--- src/rtl/spi_reg_ctrl.sv ---
// SPI-slave configuration register block: frames land in shadow registers
// and are committed to the live render registers on the rising edge of vblank.
module spi_reg_ctrl #(
   parameter int unsigned       SYNC_STAGES = 2,
   parameter int unsigned       DATA_W      = 6,
   parameter logic [DATA_W-1:0] RST_SKY     = 6'b010101,
   parameter logic [DATA_W-1:0] RST_FLOOR   = 6'b101010,
   parameter logic [DATA_W-1:0] RST_LEAK    = 6'd0,
   parameter logic [DATA_W-1:0] RST_VSHIFT  = 6'd0
) (
   input  logic              clk,
   input  logic              rst_n,
   input  logic              i_sclk,
   input  logic              i_mosi,
   input  logic              i_ss_n,
   input  logic              i_vblank,
   output logic [DATA_W-1:0] o_sky,
   output logic [DATA_W-1:0] o_floor,
   output logic [DATA_W-1:0] o_leak,
   output logic [DATA_W-1:0] o_vshift,
   output logic              o_pending,
   output logic              o_busy,
   output logic              o_frame_err
);

   localparam int unsigned CMD_W   = 4;
   localparam int unsigned FRAME_W = CMD_W + DATA_W;
   localparam int unsigned CNT_W   = $clog2(FRAME_W + 1);
   localparam int unsigned NREG    = 4;

   localparam logic [2:0] S_IDLE = 3'd0;
   localparam logic [2:0] S_CMD  = 3'd1;
   localparam logic [2:0] S_DATA = 3'd2;
   localparam logic [2:0] S_WR   = 3'd3;
   localparam logic [2:0] S_IGN  = 3'd4;

   logic [SYNC_STAGES-1:0]         sclk_sync_q, sclk_sync_d;
   logic [SYNC_STAGES-1:0]         mosi_sync_q, mosi_sync_d;
   logic [SYNC_STAGES-1:0]         ss_sync_q, ss_sync_d;
   logic                           sclk_prev_q, sclk_prev_d;
   logic                           ss_prev_q, ss_prev_d;
   logic                           vblank_prev_q, vblank_prev_d;
   logic [2:0]                     state_q, state_d;
   logic [CNT_W-1:0]               bit_cnt_q, bit_cnt_d;
   logic [DATA_W-1:0]              shift_q, shift_d;
   logic [1:0]                     addr_q, addr_d;
   logic [NREG-1:0][DATA_W-1:0]    shadow_q, shadow_d;
   logic [NREG-1:0][DATA_W-1:0]    live_q, live_d;
   logic [NREG-1:0]                pending_q, pending_d;
   logic                           pending_any_q, pending_any_d;
   logic                           busy_q, busy_d;
   logic                           frame_err_q, frame_err_d;

   logic                           sclk_s, mosi_s, ss_s;
   logic                           sclk_rise, ss_fall, ss_rise, vb_rise;
   logic                           wr_en;
   logic [CMD_W-1:0]               cmd_nxt;

   assign sclk_s    = sclk_sync_q[SYNC_STAGES-1];
   assign mosi_s    = mosi_sync_q[SYNC_STAGES-1];
   assign ss_s      = ss_sync_q[SYNC_STAGES-1];
   assign sclk_rise = sclk_s & ~sclk_prev_q;
   assign ss_fall   = ~ss_s & ss_prev_q;
   assign ss_rise   = ss_s & ~ss_prev_q;
   assign vb_rise   = i_vblank & ~vblank_prev_q;
   assign cmd_nxt   = {shift_q[2:0], mosi_s};

   // Input synchronisers and edge-detect history
   always_comb begin
      sclk_sync_d   = {sclk_sync_q[SYNC_STAGES-2:0], i_sclk};
      mosi_sync_d   = {mosi_sync_q[SYNC_STAGES-2:0], i_mosi};
      ss_sync_d     = {ss_sync_q[SYNC_STAGES-2:0], i_ss_n};
      sclk_prev_d   = sclk_s;
      ss_prev_d     = ss_s;
      vblank_prev_d = i_vblank;
      busy_d        = ~ss_sync_d[SYNC_STAGES-1];
   end

   // Frame receive FSM; a select release always wins over a bit strobe
   always_comb begin
      state_d     = state_q;
      bit_cnt_d   = bit_cnt_q;
      shift_d     = shift_q;
      addr_d      = addr_q;
      frame_err_d = 1'b0;
      wr_en       = 1'b0;
      if (ss_rise) begin
         state_d   = S_IDLE;
         bit_cnt_d = '0;
         if (state_q == S_CMD || state_q == S_DATA) frame_err_d = 1'b1;
         if (state_q == S_WR) wr_en = 1'b1;
      end else begin
         case (state_q)
            S_IDLE: begin
               if (ss_fall) begin
                  state_d   = S_CMD;
                  bit_cnt_d = '0;
               end
            end
            S_CMD: begin
               if (sclk_rise) begin
                  shift_d   = {shift_q[DATA_W-2:0], mosi_s};
                  bit_cnt_d = bit_cnt_q + CNT_W'(1);
                  if (bit_cnt_q == CNT_W'(CMD_W - 1)) begin
                     addr_d = cmd_nxt[1:0];
                     if (cmd_nxt < CMD_W'(NREG)) begin
                        state_d = S_DATA;
                     end else begin
                        frame_err_d = 1'b1;
                        state_d     = S_IGN;
                     end
                  end
               end
            end
            S_DATA: begin
               if (sclk_rise) begin
                  shift_d   = {shift_q[DATA_W-2:0], mosi_s};
                  bit_cnt_d = bit_cnt_q + CNT_W'(1);
                  if (bit_cnt_q == CNT_W'(FRAME_W - 1)) state_d = S_WR;
               end
            end
            S_WR: begin
               wr_en   = 1'b1;
               state_d = S_IGN;
            end
            S_IGN:   state_d = S_IGN;
            default: state_d = S_IDLE;
         endcase
      end
   end

   // Shadow/live update: commit reads the old shadows, a same-cycle write stays pending
   always_comb begin
      shadow_d  = shadow_q;
      live_d    = live_q;
      pending_d = vb_rise ? '0 : pending_q;
      if (vb_rise) begin
         for (int i = 0; i < NREG; i++) begin
            if (pending_q[i]) live_d[i] = shadow_q[i];
         end
      end
      if (wr_en) begin
         shadow_d[addr_q]  = shift_q;
         pending_d[addr_q] = 1'b1;
      end
      pending_any_d = |pending_d;
   end

   always_ff @(posedge clk or negedge rst_n) begin
      if (!rst_n) begin
         sclk_sync_q   <= '0;
         mosi_sync_q   <= '0;
         ss_sync_q     <= '1;
         sclk_prev_q   <= 1'b0;
         ss_prev_q     <= 1'b1;
         vblank_prev_q <= 1'b0;
         state_q       <= S_IDLE;
         bit_cnt_q     <= '0;
         shift_q       <= '0;
         addr_q        <= '0;
         shadow_q      <= {RST_VSHIFT, RST_LEAK, RST_FLOOR, RST_SKY};
         live_q        <= {RST_VSHIFT, RST_LEAK, RST_FLOOR, RST_SKY};
         pending_q     <= '0;
         pending_any_q <= 1'b0;
         busy_q        <= 1'b0;
         frame_err_q   <= 1'b0;
      end else begin
         sclk_sync_q   <= sclk_sync_d;
         mosi_sync_q   <= mosi_sync_d;
         ss_sync_q     <= ss_sync_d;
         sclk_prev_q   <= sclk_prev_d;
         ss_prev_q     <= ss_prev_d;
         vblank_prev_q <= vblank_prev_d;
         state_q       <= state_d;
         bit_cnt_q     <= bit_cnt_d;
         shift_q       <= shift_d;
         addr_q        <= addr_d;
         shadow_q      <= shadow_d;
         live_q        <= live_d;
         pending_q     <= pending_d;
         pending_any_q <= pending_any_d;
         busy_q        <= busy_d;
         frame_err_q   <= frame_err_d;
      end
   end

   assign o_sky       = live_q[0];
   assign o_floor     = live_q[1];
   assign o_leak      = live_q[2];
   assign o_vshift    = live_q[3];
   assign o_pending   = pending_any_q;
   assign o_busy      = busy_q;
   assign o_frame_err = frame_err_q;

endmodule

--- config.mk ---
export PLATFORM = sky130hd
export DESIGN_NAME = spi_reg_ctrl
export DESIGN_NICKNAME = d
export VERILOG_FILES = /design/src/rtl/spi_reg_ctrl.sv
export SDC_FILE = /design/constraint.sdc
export NUM_CORES = 1
export LEC_CHECK = 0
export CORE_ASPECT_RATIO = 1.2
export CORE_UTILIZATION = 55
export DETAILED_ROUTE_END_ITERATION = 8
export HOLD_SLACK_MARGIN = 0.12
export PLACE_DENSITY = 0.78
export SLEW_MARGIN = 0
export SYNTH_ARGS = -nofsm -noshare
export SYNTH_HDL_FRONTEND = slang
export SYNTH_SLANG_ARGS = --single-unit
--- constraint.sdc ---
create_clock -name clk -period 2.9 [get_ports clk]
set_input_delay 0.58 -clock clk [delete_from_list [all_inputs] [get_ports clk]]
set_output_delay 0.58 -clock clk [all_outputs]
set_load 0.02 [all_outputs]
==> flow_summary_export.csv <==
group,metric,value,unit
synth,synth_cell_type_count,42,
power,post-layout-total-power,0.00252,W
synth,synth_adder_area_share,1.56,%
synth,syn_nets,226,
clocking,cts.repair_timing.setup_buffer_count,0,
clocking,post_cts_resized,0,
global_route,grt_remaining_overflow,0,
power,power_leakage,1.79,nW
worst_setup_path,path_cells,"clkdlybuf4s50_1",
synth,synth-compound-area-share,4.02,%
worst_setup_path,crit_path_top_delay_cell,"clkdlybuf4s50_1",
clocking,ctsHoldBuffers,0,
clocking,cts_inserted_buffers,9,
synth,post_synth_main_area_contributors,"dfrtp_1 50%, mux2_2 17%, dfstp_2 12%",
power,max-vdd-ir-drop,0.000513,V
placement,placed_cells,307,
timing,hold_viol,0,
drt,detail_route.wirelength,5.23,mm
global_route,grt_first_pass_wirelength,8.82,mm
floorplanning,initial_util,56.9,%
drt,detail-route-antenna-nets,0,
power,power.clock.fraction,31.8,%
worst_setup_path,startpoint,"o_sky[0]$_DFFE_PN1P_",
drt,wl_per_cell,16.2,um
final_layout,layout.filler_cells,415,
clocking,cts-root-buf,"clkbuf_8",
timing,drv_slew,0,
worst_setup_path,timing.critical_path.to_type,"output pin",
run,drv_cap,0,
final_layout,diodes,0,
timing,worst-slew-pin-transition,946,ps
final_layout,area.growth.synth_to_final,17.5,%
clocking,clock_tree.buffer_depth,2,
worst_setup_path,setup.worst_path.class,"reg -> out",
status,outcome,"finished clean",
final_layout,layout_common_cells,"64 x dfrtp_1, 48 x mux2_2, 31 x clkdlybuf4s50_1, 15 x dfstp_2",
floorplanning,die_width,71.7,um
power,cell_internal_pwr,0.00179,W
timing,setup_repair_after_global_routing_missed_its_margin,"false",
final_layout,post-route-cell-area,0.00376,mm2
clocking,clkSlewWorstSetupHoldPaths,80,ps
placement,placedInstanceArea,0.00357,mm2
drt,dr_total_vias,1827,
synth,yosysTopAreaCell,"dfrtp_1",
worst_setup_path,cp_max_fo,2,
clocking,cts.sinks,79,
timing,period_utilisation_layout,71.2,%
final_layout,final_layout_size_suffix_gt1_share,36.7,%
synth,syn_area_per_cell,14.8,um2
floorplanning,floorplan.die.height,85.6,um
drt,ratio_of_routed_vias_to_standard_cells,5.66,
timing,total_setup_violations_reported_at_the_end_of_the_flow,0,
final_layout,layoutNonFillerInstCount,323,
power,netSwitchingFraction,29.0,%
synth,synth_top_family_by_area,"multiplexers",
synth,syn_area,0.00320,mm2
worst_setup_path,critical-path-max-stage-delay,600,ps
timing,slew_headroom,36.9,%
timing,fmax,0.484,GHz
global_route,grt_max_degree,80,
power,power_per_cell_area,668,mW/mm2
global_route,grt_pass1_vias,1803,
synth,synth-main-ff-cell,"dfrtp_1",
min_path,hold_class,"reg -> reg",
floorplanning,fp.coreArea,0.00563,mm2
synth,synth.mux.area_fraction,20.7,%
synth,synth-edff-count,0,
synth,ys_async_sr_fraction,100,%
floorplanning,die_area,0.00614,mm2
placement,place.port_buffers,32,
clocking,cts-htree-levels,3,
final_layout,final_nets,264,
placement,gp_routability_congestion,0.828,
power,power.net_switching,0.000729,W
synth,synthCells,216,
timing,period_needed,2070,ps
synth,synthXorXnorAreaFrac,0.273,%
worst_setup_path,reg2reg_from,"state_q[2]$_DFFE_PN0P_",
floorplanning,num_io_pins,33,
global_route,grt_usage,19.3,%
synth,seq_area_frac_synth,62.3,%
synth,synthDominantCellAreaShare,50.0,%
worst_setup_path,cp_data_arrival_time,1490,ps
clocking,tritoncts_clock_tree,"built",
final_layout,area_of_the_multi_input_gates,0.00115,mm2
final_layout,register_area,0.00200,mm2
timing,setup_total_negative_slack,0,ps
worst_setup_path,start_kind,"flop",
drt,post-route-drc-count,0,
drt,detailedRoute.firstPassIterationCount,4,
worst_setup_path,timing.critical_path.buf_inv,1,
synth,yosys_register_bits,79,
min_path,hp-start,"sclk_sync_q[0]$_DFF_PN0_",
timing,final.setup_skew,12.2,ps
drt,drt_initial_violations,102,
power,pwr-share-comb,13.3,%
global_route,grt_antenna_before_repair,0,
timing,worst_hold_margin,351,ps
synth,synth.yosys.warnings,0,
placement,dp_hpwl,3.48,mm
power,sequentialPowerShare,54.9,%
synth,synth-simple-area-share,9.41,%
clocking,clk_latency,360,ps
final_layout,most_frequent_standard_cell_in_the_layout_excluding_fill_and_tap_cells,"dfrtp_1",
worst_setup_path,cp_data_required_time,2320,ps
worst_setup_path,cp_top_family,"buffers and inverters",
floorplanning,number_of_standard_cell_rows_in_the_floorplan,30,
stage by stage:
stage | setup slack (ps) | util, %
after global routing | 794 | 66.9
after detailed placement | 729 | 63.4
after floorplan | 1210 | -
after global placement | 798 | 63.4
final | 834 | 66.9
after CTS | 819 | 66.9
power by group through the flow:
stage / Clock, W / Combinational [W] / Sequential, W
floorplan: 0 / 0.000287 / 0.00132
global placement: 0 / 0.000328 / 0.00140
detailed placement: 0 / 0.000335 / 0.00140
CTS: 0.000820 / 0.000336 / 0.00138
global route: 0.000859 / 0.000372 / 0.00140
finish: 0.000799 / 0.000334 / 0.00138
layout make-up:
| class | count | area share, % |
|---|---|---|
| multi-input cells | 126 | 30.6 |
| well taps | 64 | 2.13 |
| clock buffers | 10 | 3.39 |
| clock inverters | 6 | 1.83 |
| repair buffers | 32 | 8.44 |
| flip-flops and latches | 79 | 53.0 |
| inverters | 6 | 0.598 |
sequential cells by signal, indices dropped and copies added (netlist names), 3 cells and up:
signal and count:
bit_cnt_q 4, o_floor 6, o_leak 6, o_sky 6, o_vshift 6, pending_q 4, shadow_q 24, shift_q 6
state_q 3
per-layer routing:
metal	GRT usage (%)	part of all wire, %
met5	0	0
met4	10.2	2.0
met3	4.70	4.3
met2	30.0	48
met1	25.1	46
worst paths after layout:
kind / slack [ps] / to / depth (start not counted)
max: 830 / o_sky[0] / 1
min: 350 / sclk_sync_q[1]$_DFF_PN0_ / 0
max reg2reg: 980 / o_pending$_DFF_PN0_ / 4
min reg2reg: 350 / sclk_sync_q[1]$_DFF_PN0_ / 0
max in group asynchronous: 1920 / sclk_prev_q$_DFF_PN0_ / 1
min in group asynchronous: 360 / bit_cnt_q[0]$_DFFE_PN0P_ / 1
cell usage after synthesis, types with 2 or more instances:
library cell	count
a21o_1	2
a21oi_1	7
buf_2	2
dfrtp_1	64
dfstp_2	15
ha_1	4
inv_1	6
mux2_1	2
mux2_2	48
mux2_4	6
nand2_1	9
nand2b_1	3
nand3_1	2
nand3b_1	3
nand4_1	3
nor2_1	4
nor2b_1	4
nor3_2	2
nor3b_2	2
nor4_1	2
o21ai_0	3
o32ai_1	2
or4_1	2
cells by family after synthesis:
family,after synthesis
fa+ha+maj,4
compound gates,20
flops,79
xor+xnor,1
buf+inv,11
mux,57
simple gates,44
No activity file was read; power rests on OpenSTA's default activity.
